`src/rtl/mips_pkg.sv`:
```
// Shared MIPS definitions for the fetch stage and its bench.
// Contents: instruction width, the NOP encoding driven on fetch faults,
// R-type opcode/funct codes and a helper that assembles an R-type word.
package mips_pkg;

  localparam int INSTR_W = 32;

  // sll $0,$0,0 encodes as all zeros and is the canonical MIPS NOP.
  localparam logic [INSTR_W-1:0] NOP_INSTR = 32'h0000_0000;

  localparam logic [5:0] OP_RTYPE = 6'h00;
  localparam logic [5:0] FN_ADD   = 6'h20;
  localparam logic [5:0] FN_SUB   = 6'h22;

  // Assemble an R-type instruction: opcode | rs | rt | rd | shamt=0 | funct.
  function automatic logic [INSTR_W-1:0] mk_rtype(input logic [4:0] rs,
                                                  input logic [4:0] rt,
                                                  input logic [4:0] rd,
                                                  input logic [5:0] funct);
    return {OP_RTYPE, rs, rt, rd, 5'd0, funct};
  endfunction

endpackage

```
`src/rtl/mem_instr_array.sv`:
```
// Instruction storage: DEPTH x DATA_W words, one synchronous write port and
// one asynchronous read port. Ports: clock, we/waddr/wdata (write),
// raddr/rdata (read). Not reset; contents survive a core reset.
module mem_instr_array
  import mips_pkg::*;
#(
  parameter int DATA_W = INSTR_W,
  parameter int DEPTH  = 16,
  parameter int IDX_W  = $clog2(DEPTH)
) (
  input  logic              clock,
  input  logic              we,
  input  logic [IDX_W-1:0]  waddr,
  input  logic [DATA_W-1:0] wdata,
  input  logic [IDX_W-1:0]  raddr,
  output logic [DATA_W-1:0] rdata
);

  localparam logic [IDX_W:0] DEPTH_X = (IDX_W+1)'(DEPTH);

  logic [DATA_W-1:0] mem [DEPTH];

  // When DEPTH is not a power of two the index field can name words that do
  // not exist; such writes are dropped and such reads return zero.
  always_ff @(posedge clock) begin
    if (we && ({1'b0, waddr} < DEPTH_X)) begin
      mem[waddr] <= wdata;
    end
  end

  assign rdata = ({1'b0, raddr} < DEPTH_X) ? mem[raddr] : '0;

endmodule

```
`src/rtl/memoria_instrucoes_sync.sv`:
```
// Synchronous instruction memory for the MIPS fetch stage, between the PC
// register and IF/ID. One-cycle fetch latency with valid and fault flags.
// Ports: clock, reset (async, active-high); fetch_req/stall/pc in;
// instrucao/instr_valid/fora_limite/desalinhado out; load_en/load_addr/
// load_data program-load port; load_count = saturating count of loads.
module memoria_instrucoes_sync
  import mips_pkg::*;
#(
  parameter int DATA_W   = INSTR_W,
  parameter int ADDR_W   = 32,
  parameter int DEPTH    = 16,
  parameter int BYTE_ADR = 1,
  parameter logic [DATA_W-1:0] NOP_WORD = DATA_W'(NOP_INSTR)
) (
  input  logic                     clock,
  input  logic                     reset,
  input  logic                     fetch_req,
  input  logic                     stall,
  input  logic [ADDR_W-1:0]        pc,
  output logic [DATA_W-1:0]        instrucao,
  output logic                     instr_valid,
  output logic                     fora_limite,
  output logic                     desalinhado,
  input  logic                     load_en,
  input  logic [$clog2(DEPTH)-1:0] load_addr,
  input  logic [DATA_W-1:0]        load_data,
  output logic [$clog2(DEPTH):0]   load_count
);

  localparam int IDX_W = $clog2(DEPTH);
  localparam int CNT_W = IDX_W + 1;
  localparam logic [ADDR_W-1:0] DEPTH_A = ADDR_W'(DEPTH);
  localparam logic [CNT_W-1:0]  DEPTH_C = CNT_W'(DEPTH);

  logic [ADDR_W-1:0] idx;
  logic              mis;
  logic              oob;
  logic              accept;
  logic [DATA_W-1:0] rd_data;

  generate
    if (BYTE_ADR != 0) begin : g_byte_adr
      assign idx = {2'b00, pc[ADDR_W-1:2]};
      assign mis = |pc[1:0];
    end else begin : g_word_adr
      assign idx = pc;
      assign mis = 1'b0;
    end
  endgenerate

  // Full-width compare: high PC bits must not alias back into the array.
  assign oob = (idx >= DEPTH_A);

  // A load owns the cycle; a fetch presented alongside it is not accepted.
  assign accept = fetch_req & ~stall & ~load_en;

  mem_instr_array #(
    .DATA_W (DATA_W),
    .DEPTH  (DEPTH),
    .IDX_W  (IDX_W)
  ) u_array (
    .clock (clock),
    .we    (load_en),
    .waddr (load_addr),
    .wdata (load_data),
    .raddr (idx[IDX_W-1:0]),
    .rdata (rd_data)
  );

  always_ff @(posedge clock or posedge reset) begin
    if (reset) begin
      instrucao   <= '0;
      instr_valid <= 1'b0;
      fora_limite <= 1'b0;
      desalinhado <= 1'b0;
      load_count  <= '0;
    end else begin
      // Stall freezes the whole output bundle; otherwise a non-accepted
      // cycle only drops valid and leaves data and flags as they were.
      if (!stall) begin
        if (accept) begin
          instrucao   <= (mis || oob) ? NOP_WORD : rd_data;
          instr_valid <= 1'b1;
          fora_limite <= oob;
          desalinhado <= mis;
        end else begin
          instr_valid <= 1'b0;
        end
      end
      // Discarded out-of-range loads still count.
      if (load_en && (load_count != DEPTH_C)) begin
        load_count <= load_count + 1'b1;
      end
    end
  end

endmodule

```
`config.mk`:
```
export PLATFORM = sky130hd
export DESIGN_NAME = memoria_instrucoes_sync
export DESIGN_NICKNAME = d
export VERILOG_FILES = /design/src/rtl/mips_pkg.sv /design/src/rtl/mem_instr_array.sv /design/src/rtl/memoria_instrucoes_sync.sv
export SDC_FILE = /design/constraint.sdc
export NUM_CORES = 1
export LEC_CHECK = 0
export BUFFER_PORTS_ARGS = -buffer_cell sky130_fd_sc_hd__buf_4
export CAP_MARGIN = 20
export CORE_MARGIN = 1
export CORE_UTILIZATION = 65
export CTS_CLUSTER_SIZE = 12
export DETAILED_ROUTE_END_ITERATION = 8
export PLACE_DENSITY = 0.85
export SKIP_LAST_GASP = 1
export SYNTH_ARGS = -nofsm -noshare
export SYNTH_HDL_FRONTEND = slang
export SYNTH_SLANG_ARGS = --single-unit
```
`constraint.sdc`:
```
create_clock -name clock -period 3.9 [get_ports clock]
set_clock_uncertainty 0.05 [all_clocks]
set_input_delay 0.195 -clock clock [delete_from_list [all_inputs] [get_ports clock]]
set_output_delay 0.195 -clock clock [all_outputs]
set_load 0.01 [all_outputs]
```
# Word level (Yosys, flattened, before mapping)
# Memories as Yosys holds them, arrays and structs flattened.
# Index checks and enable logic that the tools add are counted.
[word_totals]
regBits = 40
latchBits = 0
ram_bits = 512
romBits = 0
inputBits = 73
word_cells = 21
n_memories = 1
[memory_table]
columns = ["name", "depth", "width", "rd", "rd_clocked_by_memory_dff", "write_ports", "line", "text"]
rows = [
  ["u_array.mem", 16, 32, 1, 0, 1, "mem_instr_array.sv:21", "logic [DATA_W-1:0] mem [DEPTH];"],
]
[classes]
n_addsub = 1
multipliers = 0
div = 0
magnitude_cmp = 1
n_eq_ne = 1
shifts = 0
mux = 4
n_bitwise = 4
n_reduce_logical = 4
[ops]
columns = ["op", "count"]
rows = [
  ["$mux 32", 1],
  ["$ge 30x5->1 const B", 1],
  ["$add 5x1->5 const B", 1],
  ["$ne 5x5->1 const B", 1],
  ["$mux 1", 3],
  ["$and 1x1->1", 2],
  ["$not 1->1", 2],
  ["$reduce_and 2->1", 1],
  ["$reduce_or 2->1", 1],
  ["$logic_and 1x1->1", 1],
  ["$logic_or 1x1->1", 1],
]

# Depth between registers and ports, before layout
[logic_depth]
ltp_word = 4
ltp_mapped = 7
mapped_depth_nobuf = 5

# Cells and area by module
# Synthesis repeated with hierarchy kept, for this count alone.
[hier_totals]
cells_unflattened = 986
hier_area_um2 = 21255.4
[modules_own_cells]
columns = ["module", "instances", "cells_each", "area_per_inst_um2", "seq_area_each_um2"]
rows = [
  ["mem_instr_array", 1, 806, 19213.4, 15374.7],
  ["memoria_instrucoes_sync", 1, 180, 2042.0, 1001.0],
]

# Worst setup path before layout
# OpenSTA, ideal clock, no wires.
[synth_timing]
path_type = "input to register"
from = "input load_en"
to = "memory u_array.mem[0][0] in the netlist's numbering (enable)"
setup_ns = 0.461
arrival_time_ns = 3.009
path_slack_ns = 0.379
cell_stages = 3
n_path_buf = 1
cell_sequence = "buf_6 or3b_2 nor3_1"
[synth_via]
elab_chain_cells = 2
[synth_rtl]
columns = ["element", "line", "text"]
rows = [
  ["from (decl)", "memoria_instrucoes_sync.sv:24", "input logic load_en,"],
  ["$mux 1", "mem_instr_array.sv:26", "if (we && ({1'b0, waddr} < DEPTH_X)) begin"],
  ["$mux 1 (not written as such)", "mem_instr_array.sv:27", "mem[waddr] <= wdata;"],
  ["to (decl)", "mem_instr_array.sv:21", ""],
]
# No other way between the ends.

# Worst setup path after layout
[layout_timing]
from = "input pc[31]"
to = "register instrucao[2]"
[layout_via]
elab_chain_cells = 3
[layout_rtl]
columns = ["element", "line", "text"]
rows = [
  ["from (decl)", "memoria_instrucoes_sync.sv:19", "input logic [ADDR_W-1:0] pc,"],
  ["$ge 30x5->1", "memoria_instrucoes_sync.sv:52", "assign oob = (idx >= DEPTH_A);"],
  ["$logic_or 1x1->1", "memoria_instrucoes_sync.sv:82", "instrucao <= (mis || oob) ? NOP_WORD : rd_data;"],
  ["$mux 32", "memoria_instrucoes_sync.sv:82", ""],
  ["to (signal assigned)", "memoria_instrucoes_sync.sv:82", ""],
  ["to (decl)", "memoria_instrucoes_sync.sv:20", "output logic [DATA_W-1:0] instrucao,"],
]
# No other way between the ends.
# A chain may end at the register's enable or synchronous reset.

==> metrics <==
status=completed; Core ar.=32870 µm²; critical path type=in2reg; Reg-to-Reg End=load_count[1]; post-synth top area cell=edfxtp_1; Initial Util=66.66%; post-DR vias/cell=6.576; GPL Wtd Cong=0.7547; First DRT Iteration DRCs=1428; CTS Buffer Depth=3; Worst-Skew Late Latency=0.56 ns; Achievable Freq=376.7 MHz; Max VDD drop=0.3921 mV; HP Class=in2async; top cells by area, synth=edfxtp_1, mux2i_1, dfrtp_1; initial antenna violation count=0; Die Area=34440 µm²; slew at the pin closest to its max-slew limit=1.148 ns; # clock sinks=552; Avg Cell Area, Syn=17.42 µm²; Layout area overhead=16.20%; Setup crit start=pc[31]; EDFF count, synth=512; Cells after Synth=1258; Synth async-reset ratio=7.246%; Synth Net Count=1333; GRT Residual Overflow=0; Clock Root Buffer=clkbuf_16; Nets=1496; CTS tree=done; r2r setup slk=2.23 ns; Min Clock Period, post-route=2.654 ns; n_diodes=0; Synthesis Warnings=0; Power per Cell Area=485.7 nW/µm²; most common library cells after synthesis=edfxtp_1, mux2i_1, a22oi_1; maxcap violations=0; DP Worst Slack=1.564 ns; Main synth FF type=edfxtp_1; Tot Pwr=12.37 mW; fillers=1683; Final Cycle Share=68.06%; drt total wl=51.09 mm; vias in the first global route=12780; FF+latch count, synth=552; P_leak=9.079 nW; post-synthesis cell type count=44; Worst slew margin=23.46%; Tot GR Track Use=30.26%; first-pass GRT wire length=75.25 mm; io pins=113; via count=12530; CP Capture Point=instrucao[2]; share of cells above drive strength 1=18.65%; Yosys top cell area share=70.18%; CP Data Arrival Time=3.04 ns; final antenna-violating net count=0; final hold vios=0; largest net degree at the start of global routing=76; DP HPWL=26.46 mm; kind of start point of the critical path=input pin; kind of end point of the critical path=flip-flop; Seq/Total Area, Yosys=74.75%; H-tree depth=2; row cnt=66; FF-to-FF path depth=5; Setup TNS Final=0 ns; r2r startpoint=load_count[0]; RSZ-0062 raised after global routing=false; # port buffers=112; Max Slew Vio Count=0; worst setup margin=1.246 ns; Req. time, crit path=4.28 ns; die height=185.6 µm; Setup Buffers After CTS=0; Clock transition at path regs=0.06 ns; crit-path max FO=32; Post-Syn Area=21910 µm²; Die X=185.6 µm; count leader, synth=edfxtp_1; 1st-pass router iterations=5; final setup fails=0; WL/cell=26.81 µm; Num CTS Buffers=54; Residual DRC=0
[where the power goes]
part	switching, mW	internal, mW
clock	2.04	2.81
sequential	0.0708	6.62
combinational	0.498	0.328
[layer usage]
metal  global-route usage [%]  share of wire (%)  vias to the layer above
met5                        0                  0                        -
met4                    11.02                2.6                        0
met3                    5.068                9.4                      116
met2                    50.61                 50                      767
met1                    40.42                 38                     6299
li1                         -                  -                     5352
[layout by cell type (no fill, tap or decap), types with 25 or more instances in the layout]
master | Yosys | layout
nor4_1 | 25 | 25
o2bb2ai_1 | 31 | 31
o22ai_1 | 32 | 32
mux2i_1 | 254 | 254
nand2_1 | 61 | 61
clkbuf_1 | 39 | 34
dlygate4sd3_1 | 0 | 41
edfxtp_1 | 512 | 512
clkbuf_16 | 0 | 57
a22oi_1 | 62 | 62
dfrtp_1 | 40 | 40
buf_4 | 0 | 135
[per-stage QoR]
| stage | hold slack (ns) | instances | util [%] | area [µm²] |
|---|---|---|---|---|
| floorplan | 0.2439 | 1258 | - | 21910 |
| global placement | 0.2167 | 1762 | 70.96 | 23320 |
| detailed placement | 0.2238 | 1762 | 70.96 | 23320 |
| CTS | 0.1827 | 1902 | 77.21 | 25380 |
| global route | 0.2081 | 1906 | 77.46 | 25460 |
| finish | 0.2018 | 1906 | 77.46 | 25460 |
[flip-flops by register name (all words and copies together) (netlist names)]
register,cells
instrucao,32
instr_valid,1
fora_limite,1
desalinhado,1
u_array.mem,512
load_count,5
[kinds of logic after synthesis]
kind of cell	share of synthesized area, %
flip-flops	74.75
multiplexers	11.86
AO/OA/AOI/OAI	7.082
AND/OR/NAND/NOR	4.220
buffers and inverters	1.816
XOR/XNOR	0.1599
adder cells (fa/ha/maj)	0.1142
[cell type report]
class	count	area, µm²	area share [%]
inverter	3	11.26	0.04423
timing repair buffer	185	1599	6.281
tap	442	553.0	2.172
clock inverter	5	47.55	0.1868
sequential	552	16380	64.33
multi-input combinational	625	5275	20.72
clock buffer	94	1595	6.267
[worst min-delay path by stage]
stage            startpoint                  to  slack, ns
6_report              reset         instr_valid       0.20
5_1_grt        load_addr[1]  u_array.mem[4][23]       0.21
4_1_cts               pc[4]       instrucao[30]       0.18
3_5_place_dp          reset         instr_valid       0.22
3_3_place_gp          reset         instr_valid       0.22
2_1_floorplan  load_data[0]   u_array.mem[0][0]       0.24
[what timing repair did]
item,in CTS,in global routing
hold endpoints to repair,536,0
hold buffers,41,0
gates resized for setup,0,0
[worst max-delay path, stage by stage]
cell and delay [ns]:
dlygate4sd3_1 0.54, buf_4 0.14, nor4_2 0.11, dlygate4sd3_1 0.60, nand4_2 0.11, or4_4 0.84
a221oi_1 0.46
No activity file was read; power rests on OpenSTA's default activity.
